--- src/rtl/period_meter.sv ---
// Measures period and high time of a slow asynchronous square wave in clk cycles.
// Results are offered through valid/ready, with sticky timeout and overrun flags.
module period_meter #(
    parameter int unsigned      CNT_W   = 32,
    parameter logic [CNT_W-1:0] TIMEOUT = CNT_W'(1_000_000)
) (
    input  logic             clk,
    input  logic             resetn,
    input  logic             clr,
    input  logic             sig_in,
    output logic [CNT_W-1:0] period,
    output logic [CNT_W-1:0] high_time,
    output logic             valid,
    input  logic             ready,
    output logic             timeout,
    output logic             overrun
);

    // state     | meaning
    // WAIT_EDGE | idle; first rising edge starts a measurement, no result
    // MEASURE   | counting edge-to-edge; each rising edge produces a result
    typedef enum logic {
        WAIT_EDGE = 1'b0,
        MEASURE   = 1'b1
    } state_t;

    state_t           state;
    state_t           state_nxt;
    logic             s1;
    logic             s2;
    logic             s3;
    logic             rise;
    logic             flush;
    logic             at_limit;
    logic [CNT_W-1:0] cnt;
    logic [CNT_W-1:0] hcnt;
    logic             do_start;
    logic             do_capture;
    logic             do_count;
    logic             do_timeout;

    assign flush    = !resetn || clr;
    assign rise     = s2 & ~s3;
    assign at_limit = (cnt == TIMEOUT);

    always_ff @(posedge clk) begin
        if (flush) begin
            s1 <= 1'b0;
            s2 <= 1'b0;
            s3 <= 1'b0;
        end else begin
            s1 <= sig_in;
            s2 <= s1;
            s3 <= s2;
        end
    end

    always_ff @(posedge clk) begin
        if (flush) begin
            state <= WAIT_EDGE;
        end else begin
            state <= state_nxt;
        end
    end

    always_comb begin
        state_nxt = state;
        case (state)
            WAIT_EDGE: if (rise) state_nxt = MEASURE;
            MEASURE:   if (!rise && at_limit) state_nxt = WAIT_EDGE;
            default:   state_nxt = WAIT_EDGE;
        endcase
    end

    always_comb begin
        do_start   = 1'b0;
        do_capture = 1'b0;
        do_count   = 1'b0;
        do_timeout = 1'b0;
        case (state)
            WAIT_EDGE: do_start = rise;
            MEASURE: begin
                if (rise) begin
                    do_capture = 1'b1;
                end else if (at_limit) begin
                    do_timeout = 1'b1;
                end else begin
                    do_count = 1'b1;
                end
            end
            default: ;
        endcase
    end

    // The edge cycle itself counts as one cycle of period and of high time.
    always_ff @(posedge clk) begin
        if (flush) begin
            cnt  <= '0;
            hcnt <= '0;
        end else if (do_start || do_capture) begin
            cnt  <= CNT_W'(1);
            hcnt <= CNT_W'(1);
        end else if (do_count) begin
            cnt  <= cnt + CNT_W'(1);
            hcnt <= hcnt + CNT_W'(s2);
        end
    end

    // clr leaves the last result visible; only reset zeroes it.
    always_ff @(posedge clk) begin
        if (!resetn) begin
            period    <= '0;
            high_time <= '0;
        end else if (!clr && do_capture) begin
            period    <= cnt;
            high_time <= hcnt;
        end
    end

    always_ff @(posedge clk) begin
        if (flush) begin
            valid   <= 1'b0;
            timeout <= 1'b0;
            overrun <= 1'b0;
        end else begin
            if (do_capture) begin
                valid <= 1'b1;
            end else if (valid && ready) begin
                valid <= 1'b0;
            end
            if (do_capture) begin
                timeout <= 1'b0;
            end else if (do_timeout) begin
                timeout <= 1'b1;
            end
            if (do_capture && valid && !ready) begin
                overrun <= 1'b1;
            end
        end
    end

endmodule

--- config.mk ---
export PLATFORM = sky130hd
export DESIGN_NAME = period_meter
export DESIGN_NICKNAME = d
export VERILOG_FILES = /design/src/rtl/period_meter.sv
export SDC_FILE = /design/constraint.sdc
export NUM_CORES = 1
export LEC_CHECK = 0
export ABC_CLOCK_PERIOD_IN_PS = 2900
export BUFFER_PORTS_ARGS = -buffer_cell sky130_fd_sc_hd__buf_4
export CORE_MARGIN = 8
export CORE_UTILIZATION = 50
export DETAILED_ROUTE_END_ITERATION = 6
export GPL_ROUTABILITY_DRIVEN = 0
export PLACE_DENSITY = 0.72
export SLEW_MARGIN = 10
export SYNTH_ARGS = -nofsm -noshare
export SYNTH_HDL_FRONTEND = slang
export SYNTH_SLANG_ARGS = --single-unit
--- constraint.sdc ---
create_clock -name clk -period 2.9 [get_ports clk]
set_clock_uncertainty 0.2 [all_clocks]
set_input_delay 0.29 -clock clk [delete_from_list [all_inputs] [get_ports clk]]
set_output_delay 0.29 -clock clk [all_outputs]
set_load 0.02 [all_outputs]
# After elaboration in Yosys (flattened, before gate mapping)

Index checks and enable logic that the tools add are counted.
W data, S select, Z words.

Bits in registers: 135
Latch bits: 0
Bits in writable memories: 0
ROM bits: 0
Bits of input ports: 5
Output and inout port bits: 67
Word-level logic and storage cells: 51
Memories kept: 0

Add/subtract/negate cells: 2
Multipliers: 0
Divide/modulo/power cells: 0
$lt $le $gt $ge: 0
Equality and inequality tests: 1
Shift operators: 0
Muxes and demuxes: 17
Bitwise operators: 3
Reduce and logical (&&, ||, !) cells: 15

Operators with widths:

| operator                | number |
|---|---|
| $add A32 B1 Y32         | 1 |
| $add A32 B1 Y32 const B | 1 |
| $eq A32 B20 Y1 const B  | 1 |
| $mux W1                 | 16 |
| $logic_and A1 B1 Y1     | 5 |
| $logic_not A1 Y1        | 4 |
| $reduce_bool A2 Y1      | 2 |
| $reduce_or A2 Y1        | 2 |
| $logic_or A1 B1 Y1      | 2 |
| $not A1 Y1              | 2 |
| $pmux W1 S2             | 1 |
| $and A1 B1 Y1           | 1 |

# Depth between registers and ports, before layout

Gate-level depths: netlist (run 1).

Depth after elaboration: 6
Depth in mapped cells: 9
Depth with buffers taken out: 7

# Worst setup path before layout (run 1)

OpenSTA, ideal clock, no wires.

Kind: register to register
Start point: register cnt[27]
End point: register cnt[1]
Arrival time: 2200 ps
Required time: 2572 ps
Path slack: 372 ps
Cell stages (with the launch flop): 9
Path buffers: 3
Cell sequence: dfxtp_1 -> or4_1 -> or4_1 -> buf_6 -> o211ai_4 -> buf_6 -> buf_12 -> mux2i_1 -> nor2_1

Cells in the longest elaborated chain, start to end: 4

RTL lines:

| element                | RTL line | source |
|---|---|---|
| from (decl)            | 35       | `logic [CNT_W-1:0] cnt;` |
| from (signal assigned) | 104      | `cnt <= cnt + CNT_W'(1);` |
| $eq A32 B20 Y1         | 44       | `assign at_limit = (cnt == TIMEOUT);` |
| $mux W1                | 85       | `end else if (at_limit) begin` |
| $mux W1                | 83       | `if (rise) begin` |
| $mux W1                | 80       | `case (state)` |

No other way between the ends.
A chain may end at the register's enable or synchronous reset.

# Worst setup path after layout (run 1)

Start point: register cnt[27]
End point: register hcnt[7]

Cells in the longest elaborated chain, start to end: 4

RTL lines:

| element              | RTL line | source |
|---|---|---|
| $eq A32 B20 Y1       | 44       |  |
| $mux W1              | 85       |  |
| $mux W1              | 83       |  |
| $mux W1              | 80       |  |
| to (signal assigned) | 105      | `hcnt <= hcnt + CNT_W'(s2);` |
| to (decl)            | 36       | `logic [CNT_W-1:0] hcnt;` |

No other way between the ends.

==> results of run 1 <==
## per-layer routing
| metal | vias up | wire length (um) | global-route usage |
|---|---|---|---|
| met5 | - | 0 | 0 |
| met4 | 0 | 270 | 0.08126 |
| met3 | 24 | 538 | 0.04475 |
| met2 | 90 | 6759 | 0.3197 |
| met1 | 2399 | 5631 | 0.1982 |
| li1 | 2509 | - | - |
## sequential cells by signal, indices dropped and copies added, names as in the netlist
name / count
timeout: 1
hcnt: 32
overrun: 1
high_time: 32
valid: 1
s3: 1
s2: 1
s1: 1
period: 32
state: 1
cnt: 32
## timing repair
action | 4_1_cts | 5_1_grt
hold buffers | 2 | 0
setup buffers | 0 | 0
resized for setup | 0 | 0
hold endpoints to repair | 2 | 0
## through the flow
step	util	worst slack (ps)	total power [mW]	area, um2	hold slack [ps]
3_5_place_dp	0.5632	164.7	1.957	6376	218.9
6_report	0.6158	144.2	4.035	6972	45.49
4_1_cts	0.6158	142.3	4.064	6972	26.82
2_1_floorplan	-	372.5	1.939	5744	205.7
3_3_place_gp	0.5632	249.9	1.955	6376	211.2
5_1_grt	0.6158	78.17	4.149	6972	79.12
## synth_stat cells (8+ instances only)
cell,number
nand4_1,16
o31ai_1,8
clkbuf_1,35
nand2_1,152
nor2_1,39
or4_1,8
o21ai_0,23
xnor2_1,22
nor4_1,16
dfxtp_1,135
and4_1,9
or3_1,30
a21oi_1,33
nand3_1,22
inv_1,11
a21boi_0,64
## cell usage in the layout (no fill, tap or decap), types with 2 or more instances in the layout
cell           synthesis  layout
nor4b_1                4       4
and4_1                 9       9
and2_1                 4       4
or3_1                 30      30
nor4_1                16      16
o21ai_0               23      23
nor3_1                 7       7
or2_2                  3       3
mux2i_1                4       4
dlygate4sd3_1          0       2
inv_1                 11      11
buf_4                  1      84
bufinv_16              0       3
a21boi_0              64      64
nand3_1               22      22
xor2_1                 4       4
o211ai_1               3       3
or4_1                  8       8
nand2b_1               3       3
nor2_1                39      38
ha_1                   4       4
nand2_1              152     152
o2111ai_2              2       2
nand4_1               16      16
clkbuf_16              0      17
clkinv_2               0       7
nor2b_1                2       2
dfxtp_1              135     135
and3_1                 4       4
o31ai_1                8       8
a21oi_1               33      33
xnor2_1               22      22
## cells by family after synthesis
group	synth area share
simple gates	0.2653
buf+inv	0.03943
fa+ha+maj	0.008713
xor+xnor	0.03964
mux	0.006970
compound gates	0.1695
flops	0.4705
## tightest hold or removal path, cell delays in order
cell and delay (ps):
buf_4 120, nor2b_1 100, nand2_1 80, nor2_1 30
## layout make-up
type                       count  area [um2]  area share
clock buffer                  19       442.9     0.06353
clock inverter                11       132.6     0.01902
inverter                      11       41.29    0.005922
multi-input combinational    496        2823      0.4049
sequential                   135        2703      0.3877
tap                          143       178.9     0.02566
timing repair buffer          86       650.6     0.09332
## final timing paths
path,start,end,slack [ps],cells after the start
worst max-delay path,cnt[27]$_SDFFE_PP0P_,hcnt[7]$_SDFFE_PP0P_,140,5
worst max register to register,cnt[27]$_SDFFE_PP0P_,hcnt[7]$_SDFFE_PP0P_,140,5
worst min-delay path,clr,timeout$_SDFFE_PP0P_,50,4
worst min register to register,s1$_SDFF_PP0_,s2$_SDFF_PP0_,230,1
## power by group through the flow
stage | Sequential, mW | Clock, mW | Combinational (mW)
finish | 1.86 | 2.12 | 0.0609
global route | 1.86 | 2.23 | 0.0662
CTS | 1.86 | 2.15 | 0.0612
detailed placement | 1.90 | 0 | 0.0591
global placement | 1.90 | 0 | 0.0577
floorplan | 1.90 | 0 | 0.0415
==> impl_metrics.ini, run 1 <==
[outcome]
outcome = complete, no violations

[floorplanning]
die_y_um = 123.2
die_area_um2 = 15170
coreArea_um2 = 11320
std_cell_rows = 39
initial_core_util = 0.5074
io_pins = 72
die_w_um = 123.2

[worst_setup_path]
cp-start-kind = flop
critPathBufInv = 0
cp_max_fo = 7
cpLargestDelayFamily = simple AND/OR/NAND/NOR gates
crit_type = reg2reg
required_ps = 3020
path_cells = or4_1 > or4_1 > or2_2 > and3_1 > a31o_2
crit_top_cell = or4_1
end_kind = flop
worst_path_max_delay_cell = or4_1
max_stage_delay_ps = 750
worstPathArrival_ps = 2870

[routing]
vias_per_cell = 5.574
wirelength_mm = 13.20
wl_per_cell_um = 14.65
vias = 5022
drtIter0Drc = 223
first_pass_iters = 5
drc = 0
detail-route-antenna-nets = 0

[synthesis]
synth_cells = 682
synthArstFlopShare = 0
syn_nets = 691
synth_seq_cells = 135
syn_area_um2 = 5744
yosysUniqueCellTypes = 42
synth.area.top_cells = dfxtp_1 47%, nand2_1 9.9%, a21boi_0 8.4%
synth_top_area_frac = 0.4705
synth_edf_count = 0
yosys.area.top_type = dfxtp_1
synthFlopType = dfxtp_1
ys_warn_count = 0
avgSynthCellArea_um2 = 8.423
yosysSeqAreaShare = 0.4705

[clock_tree]
numCtsBuffers = 17
clock_path_buffers = 2
cts_root_buffer = clkbuf_16
clkTransAtPathRegs_ps = 60
clock_latency_ps = 420
cts-htree-levels = 4
cts_tree = yes
clock-sinks = 135

[power_and_ir_drop]
clock_power_share = 0.524
pwr-share-comb = 0.015
p_switching_uw = 804.4
p_seq_frac = 0.460
peakVddDrop_mv = 0.4892
p_per_area_nw_per_um2 = 578.8
p_int_mw = 3.230
p_leak_nw = 2.399
swShare = 0.1994

[timing]
slew_headroom = 0.5169
worst_pin_slew_ps = 722.9
finalCritPeriodShare = 0.9503
fmax_ghz = 0.3629
slew_viol_final = 0
hold_violations = 0
rsz0062_at_grt = no
fin_setup_tns_ps = 0
setup_violations = 0
fin_crit_ps = 2756

[flow_run]
maxCapViolations = 0

[global_routing]
grt_pass1_wl_mm = 22.28
antenna_found_initial = 0
track_usage = 0.1797
overflow = 0
grt_pass1_vias = 5003
grt_max_degree = 65

[cells_and_area]
drive_gt1_frac = 0.1623
nFillCells = 988
antenna_cells = 0
final_net_count = 756
area_delta_synth_final_pct = 21.37
fin_cells = 901

[placed_design]
port_buffers = 71
placed_cells = 869
hpwl_mm = 9.191

[min_path]
hold_class = in2reg
No activity file was read; power rests on OpenSTA's default activity.
==> run 2: changes to the inputs <==
--- a/config.mk
+++ b/config.mk
@@ -9,10 +9,11 @@
 export BUFFER_PORTS_ARGS = -buffer_cell sky130_fd_sc_hd__buf_4
 export CORE_MARGIN = 8
 export CORE_UTILIZATION = 50
+export CTS_BUF_LIST = sky130_fd_sc_hd__clkbuf_2 sky130_fd_sc_hd__clkbuf_4 sky130_fd_sc_hd__clkbuf_8
 export DETAILED_ROUTE_END_ITERATION = 6
 export GPL_ROUTABILITY_DRIVEN = 0
 export PLACE_DENSITY = 0.72
-export SLEW_MARGIN = 10
+export SLEW_MARGIN = 40
 export SYNTH_ARGS = -nofsm -noshare
 export SYNTH_HDL_FRONTEND = slang
 export SYNTH_SLANG_ARGS = --single-unit
==> run 2 against run 1 <==
  * Setup slack got worse by 20 ps
  * Sequential cell count unchanged
  * Maximum frequency decreased by 0.70%
  * Highest routed layer unchanged
  * Sequential share of layout area increased by 1.0 points
  * Critical path type unchanged
  * Register-to-register slack got worse by 20 ps
  * Cell count increased by 0.11%
  * Combinational power increased by 1%
==> impl_metrics.ini, run 2 (synthesized netlist as in run 1, its figures left out) <==
[floorplanning]
io_pins = 72
die_w_um = 123.2
initial_core_util = 0.5074
die_y_um = 123.2
std_cell_rows = 39
die_area_um2 = 15170
coreArea_um2 = 11320

[global_routing]
grt_pass1_vias = 4997
antenna_found_initial = 0
grt_pass1_wl_mm = 22.34
grt_max_degree = 65
track_usage = 0.1797
overflow = 0

[routing]
wl_per_cell_um = 14.56
first_pass_iters = 5
drc = 0
drtIter0Drc = 251
wirelength_mm = 13.13
detail-route-antenna-nets = 0
vias_per_cell = 5.565
vias = 5020

[power_and_ir_drop]
p_switching_uw = 720.0
pwr-share-comb = 0.018
p_leak_nw = 2.319
p_seq_frac = 0.536
p_per_area_nw_per_um2 = 509.2
clock_power_share = 0.446
peakVddDrop_mv = 0.5165
p_int_mw = 2.739
power_mw = 3.459
swShare = 0.2081

[cells_and_area]
area_delta_synth_final_pct = 18.27
antenna_cells = 0
design_area_um2 = 6794
nFillCells = 1016
final_net_count = 757
final_common_cell = nand2_1
fin_cells = 902
drive_gt1_frac = 0.1634
seq_area_um2 = 2703
multi_input_area_um2 = 2823
mostFrequentLayoutCells = 152 x nand2_1, 135 x dfxtp_1, 84 x buf_4, 64 x a21boi_0, 38 x nor2_1

[flow_run]
maxCapViolations = 0

[clock_tree]
clock_latency_ps = 440
numCtsBuffers = 17
cts_root_buffer = clkbuf_8
cts_tree = yes
clock-sinks = 135
clkTransAtPathRegs_ps = 70
cts_resized = 0
post_cts_buffers = 0
cts-htree-levels = 4
clock_path_buffers = 2

[placed_design]
hpwl_mm = 9.191
placed_cells = 869
dp_slack_ps = 164.7
placed_area_um2 = 6376
port_buffers = 71

[worst_setup_path]
critPathBufInv = 0
worst_path_max_delay_cell = or4_1
crit_top_cell = or4_1
cp-start-kind = flop
cpLargestDelayFamily = simple AND/OR/NAND/NOR gates
crit_type = reg2reg
worstPathArrival_ps = 2910
required_ps = 3040
end_kind = flop
cp_max_fo = 7
max_stage_delay_ps = 750
path_cells = or4_1 > or4_1 > or2_2 > and3_1 > a31o_2

[timing]
fmax_ghz = 0.3603
fin_crit_ps = 2775
fin_setup_tns_ps = 0
finalCritPeriodShare = 0.9570
rsz0062_at_grt = no
slew_headroom = 0.5337
slew_viol_final = 0
setup_violations = 0
setup_ws_ps = 124.7
worst_pin_slew_ps = 697.7
hold_violations = 0

[outcome]
outcome = complete, no violations

[min_path]
hold_class = in2reg
## run 2: cell types whose count changed in the layout (fill, tap and decap cells not counted), sizes merged
cell / before / now
dlygate4sd3: 2 / 3
## run 2: per-stage QoR
| step | util | hold WS [ps] |
|---|---|---|
| 2_1_floorplan | - | 205.7 |
| 3_3_place_gp | 0.5632 | 211.2 |
| 3_5_place_dp | 0.5632 | 218.9 |
| 4_1_cts | 0.6001 | 25.62 |
| 5_1_grt | 0.6001 | 41.47 |
| 6_report | 0.6001 | 47.98 |
## run 2: repair_timing
item                                    4_1_cts  5_1_grt
hold buffers                                  3        0
endpoints found under the hold margin         3        0
endpoints found under the setup margin        0        0
## run 2: power by group through the flow
stage	logic [mW]	clock network (mW)	registers (mW)
after global placement	0.0577	0	1.90
after global routing	0.0674	1.66	1.85
after detailed placement	0.0591	0	1.90
after floorplan	0.0415	0	1.90
final	0.0617	1.54	1.86
after CTS	0.0624	1.58	1.85
## run 2: per-layer routing
layer | GRT usage | part of all wire
met5 | 0 | 0
met4 | 0.08879 | 0.021
met3 | 0.04384 | 0.041
met2 | 0.3156 | 0.52
met1 | 0.1993 | 0.42
## run 2: path summary, 6_finish.rpt
| path | endpoint | startpoint | slack [ps] | cells after the start |
|---|---|---|---|---|
| setup / recovery | hcnt[7]$_SDFFE_PP0P_ | cnt[27]$_SDFFE_PP0P_ | 120 | 5 |
| hold / removal | high_time[0]$_SDFFE_PN0P_ | resetn | 50 | 2 |
| setup reg to reg | hcnt[7]$_SDFFE_PP0P_ | cnt[27]$_SDFFE_PP0P_ | 120 | 5 |
| hold reg to reg | s2$_SDFF_PP0_ | s1$_SDFF_PP0_ | 230 | 1 |
## run 2: layout make-up
cell class                 instances  area share
multi-input combinational        496      0.4155
sequential                       135      0.3978
timing repair buffer              87     0.09724
clock buffer                      19     0.03757
tap                              143     0.02634
clock inverter                    11     0.01952
inverter                          11    0.006077
